## src/rtl/data_memory_ctrl.sv

```systemverilog
// rtl/data_memory_ctrl.sv - single-port data memory with fixed wait-state stall handshake
// Optional misaligned-access trap: define DMEM_MISALIGN_TRAP_EN.
module data_memory_ctrl #(
   parameter int DEPTH_WORDS = 64,
   parameter int WAIT_STATES = 2
) (
   input  logic        clk,
   input  logic        reset,
   input  logic        MemRead,
   input  logic        MemWrite,
   input  logic [31:0] Addr,
   input  logic [31:0] WriteData,
   output logic [31:0] ReadData,
   output logic        Stall,
   output logic        MisalignErr
);

   localparam int AW = $clog2(DEPTH_WORDS);
   localparam logic [3:0] CNT_INIT = (WAIT_STATES > 0) ? 4'(WAIT_STATES - 1) : 4'd0;

   typedef enum logic {IDLE, WAIT} state_t;

   state_t        state, next_state;
   logic [3:0]    cnt, next_cnt;
   logic [31:0]   lat_addr, lat_wdata;
   logic          lat_we;
   logic [31:0]   mem [DEPTH_WORDS];

   logic          req, load, complete, acc_we, misalign, do_write;
   logic [31:0]   acc_addr, acc_wdata;
   logic [AW-1:0] acc_idx;
   logic          unused_bits;

   // Outputs are gated by reset so a held request cannot leak through during reset.
   always_comb begin
      req        = MemRead | MemWrite;
      next_state = state;
      next_cnt   = cnt;
      Stall      = 1'b0;
      load       = 1'b0;
      complete   = 1'b0;
      acc_addr   = lat_addr;
      acc_wdata  = lat_wdata;
      acc_we     = lat_we;
      if (reset) begin
         case (state)
            IDLE: begin
               if (req) begin
                  if (WAIT_STATES > 0) begin
                     Stall      = 1'b1;
                     load       = 1'b1;
                     next_cnt   = CNT_INIT;
                     next_state = WAIT;
                  end else begin
                     complete  = 1'b1;
                     acc_addr  = Addr;
                     acc_wdata = WriteData;
                     acc_we    = MemWrite;
                  end
               end
            end
            WAIT: begin
               if (cnt != 4'd0) begin
                  Stall    = 1'b1;
                  next_cnt = cnt - 4'd1;
               end else begin
                  complete   = 1'b1;
                  next_state = IDLE;
               end
            end
         endcase
      end
      acc_idx = acc_addr[AW+1:2];
`ifdef DMEM_MISALIGN_TRAP_EN
      misalign = (acc_addr[1:0] != 2'b00);
`else
      misalign = 1'b0;
`endif
      do_write = complete & acc_we & ~misalign;
      ReadData = (complete & ~acc_we & ~misalign) ? mem[acc_idx] : 32'd0;
   end

   always_ff @(posedge clk) begin
      if (!reset) begin
         state     <= IDLE;
         cnt       <= 4'd0;
         lat_addr  <= 32'd0;
         lat_wdata <= 32'd0;
         lat_we    <= 1'b0;
      end else begin
         state <= next_state;
         cnt   <= next_cnt;
         if (load) begin
            lat_addr  <= Addr;
            lat_wdata <= WriteData;
            lat_we    <= MemWrite;
         end
      end
   end

   // Array is deliberately left out of reset.
   always_ff @(posedge clk) begin
      if (do_write)
         mem[acc_idx] <= acc_wdata;
   end

`ifdef DMEM_MISALIGN_TRAP_EN
   logic merr;
   always_ff @(posedge clk) begin
      if (!reset)
         merr <= 1'b0;
      else if (complete & misalign)
         merr <= 1'b1;
   end
   assign MisalignErr = merr;
`else
   assign MisalignErr = 1'b0;
`endif

   assign unused_bits = ^{Addr[31:AW+2], lat_addr[31:AW+2], Addr[1:0], lat_addr[1:0]};

endmodule

```

## config.mk

```make
export PLATFORM = sky130hd
export DESIGN_NAME = data_memory_ctrl
export DESIGN_NICKNAME = d
export VERILOG_FILES = /design/src/rtl/data_memory_ctrl.sv
export SDC_FILE = /design/constraint.sdc
export NUM_CORES = 2
export LEC_CHECK = 0
export CAP_MARGIN = 10
export CORE_MARGIN = 3
export CORE_UTILIZATION = 50
export DETAILED_ROUTE_END_ITERATION = 16
export PLACE_DENSITY = 0.73
export SLEW_MARGIN = 20
export SYNTH_ARGS = -nofsm -noshare
export SYNTH_HDL_FRONTEND = slang
export SYNTH_SLANG_ARGS = --single-unit
```

## constraint.sdc

```tcl
create_clock -name clk -period 9.4 [get_ports clk]
set_clock_uncertainty 0.05 [all_clocks]
set_input_delay 1.88 -clock clk [delete_from_list [all_inputs] [get_ports clk]]
set_output_delay 1.88 -clock clk [all_outputs]
set_load 0.05 [all_outputs]
```

* Word-level counts from Yosys, hierarchy flattened *
Memory sizes are Yosys's and may differ from the RTL's. A register that Yosys moved wholly into a read port is not among the register bits.
Cells that the tools add are included.

word-level totals
  register bits after elaboration = 46
  memories = 1
  output and inout port bits = 34
  RAM bits = 2048

memory list
  memory  words  width  rd ports  clocked after Yosys merged registers in  wr ports  line  RTL
  mem     64     32     1         1                                        1         27    logic [31:0] mem [DEPTH_WORDS];

cells by class
  add/sub/neg operators = 1
  mux-type cells = 17
  equality and inequality tests = 2
  bitwise logic cells = 5
  reduce and logical (&&, ||, !) cells = 2

operators with widths
  kind                                                                 number
  32-bit 2-to-1 mux                                                    1
  6-bit 2-to-1 mux                                                     2
  1-bit 2-to-1 mux                                                     9
  4-bit 2-to-1 mux                                                     2
  4-bit one-hot mux with 2 select lines                                1
  1-bit one-hot mux with 2 select lines                                2
  4-bit nonzero test                                                   1
  4-bit by 1-bit subtractor with 4-bit output (second input constant)  1
  1-bit bitwise AND                                                    2
  2-bit by 1-bit != test with 1-bit output (second input constant)     1
  2-bit != test (second input constant)                                1
  1-bit NOT                                                            2
  2-bit AND reduction                                                  1
  1-bit bitwise OR                                                     1

* Logic depth before layout (Yosys ltp) *
  depth in word-level cells = 7
  gate-level depth with buffers = 10
  gate-level depth less buffers = 7

* Worst setup path after synthesis *
Ideal clock, no wire load.

  path kind = input -> output
  start = input reset
  end = output ReadData[0]
  arrival = 4.077 ns
  path slack = 3.393 ns
  buffers on the path = 1
  stages = 5
  cell sequence = nor2b_1 and2_1 clkbuf_1 o31ai_1 nor4_1

between the ends
  word-level cells in the longest chain between the ends = 3

ends and longest elaborated chain
  element            line  RTL
  from (decl)        8     input logic reset,
  1-bit 2-to-1 mux   45    if (reset) begin
  1-bit bitwise AND  80    ReadData = (complete & ~acc_we & ~misalign) ? mem[acc_idx] : 32'd0;
  32-bit 2-to-1 mux  80
  to (decl)          13    output logic [31:0] ReadData,

Every way passes these cells.

* Worst setup path after layout *
  start = input reset
  end = output ReadData[15]

The elaborated chain is that of the path after synthesis.

==> run summary <==
In this run the most used layer during global routing was met2. Global routing finished with a remaining overflow of 0. The async set-or-reset flop fraction in the synthesized netlist is 0, and the die extent in y is 406 um. For this design the ratio of total power to cell area is 219 mW/mm^2. The storage element area is 0.0626 mm^2, and the actual slew at the worst max-slew pin is 1.20 ns. The run gives 0.739 ns as the slack of the critical path.

The tools report the met3 capacity usage during global routing as 0.0800. The relative contribution of combinational cells to total power came out at 0.070. The tools report the count of final hold-check violations as 0. The run gives 0 as the number of nets still failing antenna checks after routing. Source of the worst hold timing path: lat_wdata[16]. The tools report the terminating pin of the worst hold path as lat_wdata[16]. The initial standard-cell utilization of the core came out at 0.504.

In this run the core area contains 146 standard-cell rows. CTS built an H-tree with a depth of 4. During synthesis, Yosys emitted a total of 0 warnings.

Dividing the detail-routed via count by the number of cells gives 6.66. The global routing usage on met2 is 0.404, and the all-layer global routing usage is 0.265. The tools report the number of buffers on the longest clock path as 3. The switching share of power came out at 0.229.

Clock network latency to the later pin of the worst-skew pair: 0.83 ns. The worst flop-to-flop path startpoint was cnt[0]. The instance count along the most critical hold path was 1; the final setup violation count was 0.

The synthesized netlist occupies a cell area of 0.0800 mm^2. The total via count in the routed design came out at 40292. For the number of antenna violations at the first check in global routing, the log shows 9.

The run finished with clean final reports. At the placement stage, the worst setup path has a slack of 0.938 ns. After routing, the total negative slack on setup checks comes to 0 ns.

Max-cap violations in this run came to 0. The capture point of the worst reg-to-reg path is mem[22][12]. The total internal power came out at 15.2 mW.

For this design the static power due to leakage is 27.5 nW. Once the clock tree was built, the resizer swapped 0 gates to a different size. The run gives 305000 um as the wire length of the first global-routing pass. The final layout contains 3877 nets. Full die area: 0.165 mm^2.

The ratio of final minimum period to clock period came out at 0.921. The clock net in this run drives a total of 2098 sinks. Worst reg2reg path depth: 9. For the relative slew slack, the log shows 0.192.

Static timing analysis puts the maximum clock frequency at 115 MHz. Setup repair after global routing left no endpoint under its margin. During I/O placement, the number of pins put on the boundary was 102. For the number of distinct standard cells referenced by the synthesized netlist, the log shows 65. For the met1 usage, the log shows 0.361. The run gives 40092 as the via count of the first global-routing pass. Clock root buffer: clkbuf_16.

The path class of the tightest hold or removal check is reg2reg. The critical-path maximum fanout came out at 15. After clock tree synthesis, the clock-pin slew on the worst setup and hold paths is 0.06 ns. The multi-input combinational cells in the finished layout cover a total of 0.0168 mm^2. The post-cts hold buffer count came out at 0.

In the synthesized netlist the dominant register cell turns out to be edfxtp_1. The run gives 0 as the buffers inserted during post-CTS setup optimization. TritonCTS built the clock tree. The portion of total power attributed to the clock network was 0.392; the number of enable-type register cells in the synthesized netlist was 2048.

The final critical delay including setup and external delays was 8.66 ns. STA classifies the critical path endpoint as an output port. For this run, design rule violations remaining after detail routing come to 0. Number of CTS-inserted buffers: 202.

Entering global routing, the biggest net connects 107 pins. The count of input and output buffers is 74, and the number of fillers in the final layout is 11105. Counting every net in the synthesized netlist gives 3652. Counting flops and latches in the post-synthesis netlist gives 2098.

The first routing iteration left 6107 violations. Fraction of final layout cells with drive strength greater than 1: 0.259. The largest vdd supply drop was 0.190 mV. The synthesized area per cell was 22.3 um^2; the gate count of the mapped netlist was 3582. The max-slew violation count was 0. The share of synthesized area occupied by flip-flops and latches came out at 0.781. Data on the critical path is required at its endpoint by 7.47 ns. The sequential cell fraction of total power is 0.538.

Across all register-to-register paths, the minimum setup slack is 5.31 ns. Measured along the x axis, the die boundary spans 406 um. Summed over all nets, the half-perimeter wirelength after detailed placement is 121000 um. For the worst setup path, the data arrival time is 6.73 ns.

Core region area: 0.159 mm^2. Net switching component of the power: 4.52 mW. The detailed-route wire length per cell came out at 35.8 um. STA classifies the critical path startpoint as an input pin.

Classification of the worst setup path: in2out. The tightest hold path in the finished design has a slack of 0.413 ns. Routability congestion estimate from global placement: 0.870. The routed design has 216000 um of wire. The area growth from synthesis to layout is 12.8%. The length of the first detailed-routing pass in iterations came out at 6.
cell type report:
cell class | count | area share
Sequential cell | 2098 | 0.694
Antenna cell | 5 | 0.000139
Tap cell | 2072 | 0.0287
Inverter | 5 | 0.000208
Timing Repair Buffer | 215 | 0.0212
Multi-Input combinational cell | 1285 | 0.186
Clock inverter | 107 | 0.0103
Clock buffer | 261 | 0.0593
power by group through the flow:
stage	Sequential (mW)	Combinational, mW	Clock, mW
after floorplan	10.7	0.879	0
after global placement	10.8	1.35	0
after detailed placement	10.8	1.36	0
after CTS	10.6	1.37	7.79
after global routing	10.6	1.44	8.16
final	10.6	1.39	7.73
state kept, by name, indices dropped and copies added (netlist names), named ones only:
signal / count
mem: 2048
lat_we: 1
state: 1
cnt: 4
lat_addr: 6
lat_wdata: 32
kinds of logic (layout without fill, tap and decap cells):
| logic type | after synthesis | count (layout) | share of synthesized area |
|---|---|---|---|
| adders and majority gates | 2 | 2 | 0.000313 |
| AOI/OAI and AO/OA | 331 | 331 | 0.0293 |
| DFF | 2098 | 2098 | 0.781 |
| buffers and inverters | 199 | 588 | 0.0153 |
| and+or+nand+nor | 333 | 333 | 0.0198 |
| xor gates and xnor gates | 2 | 2 | 0.000219 |
| muxes | 616 | 616 | 0.154 |
| other | 1 | 6 | 0.0000469 |
cells in the mapped netlist, types with 6 or more instances:
cell type     n  area (um^2)
a21oi_1      43          215
a221oi_1     14          123
a22o_1       45          394
a22oi_1     113          848
a31oi_1      13         81.3
and2_1        9         56.3
and3_1        6         37.5
buf_1         7         26.3
buf_2        61          305
buf_4        52          390
buf_6        24          270
clkbuf_1     48          180
dfxtp_1      50         1000
edfxtp_1   2048        61500
mux2_2       16          180
mux2i_1     111         1110
mux4_2      489        11000
nand2_1      60          225
nand2b_1      8         50.1
nand3_1      49          245
nand4_1      10         62.6
nor2_1      120          450
nor2b_1      19          119
nor3_1       21          105
nor4_1        8         50.1
o21ai_0      31          155
o22ai_1      37          231
stage by stage:
stage | util | std cells | total power [mW] | area [um^2]
after floorplan | - | 3582 | 11.6 | 80000
after global placement | 0.528 | 5675 | 12.1 | 83900
after detailed placement | 0.528 | 5675 | 12.2 | 83900
after CTS | 0.568 | 6043 | 19.8 | 90200
after global routing | 0.568 | 6043 | 20.2 | 90200
final | 0.568 | 6048 | 19.7 | 90200
routing by layer:
metal  vias to the layer above  wire length, um
li1                      15697                -
met1                     21126            76400
met2                      2903           100000
met3                       562            29600
met4                         4            10200
met5                         -               30
placed cells by master (no fill, tap or decap), drive strengths merged, types with 6 or more instances in the layout:
cell type	count
clkdlybuf4s50	74
buf	141
nor2b	19
and2	9
a21oi	43
a221oi	15
dfxtp	50
o22ai	37
o21ai	34
nor4	8
and3	6
a22o	45
edfxtp	2048
mux2	16
nor2	122
nand4	10
a31oi	13
mux2i	111
nand3	49
bufinv	9
mux4	489
nand2	60
clkinv	95
nand2b	8
clkbuf	261
nor3	21
a22oi	113
worst max path at each step:
| stage | slack (ns) | depth (start not counted) | start | end |
|---|---|---|---|---|
| 6_report | 0.74 | 8 | reset | ReadData[15] |
| 5_1_grt | 0.79 | 8 | reset | ReadData[15] |
| 4_1_cts | 0.88 | 8 | reset | ReadData[15] |
| 3_5_place_dp | 0.94 | 8 | reset | ReadData[4] |
| 3_3_place_gp | 0.99 | 8 | reset | ReadData[4] |
| 2_1_floorplan | 3.39 | 5 | reset | ReadData[0] |
critical path: stages:
cell	delay, ns
clkdlybuf4s50_1	0.62
nor2b_1	0.67
nand2_1	0.87
nor2_1	0.91
nor4_1	0.35
buf_4	0.24
a21oi_1	0.28
clkdlybuf4s50_1	0.87
Note: power is estimated with default switching activity, not from simulation.
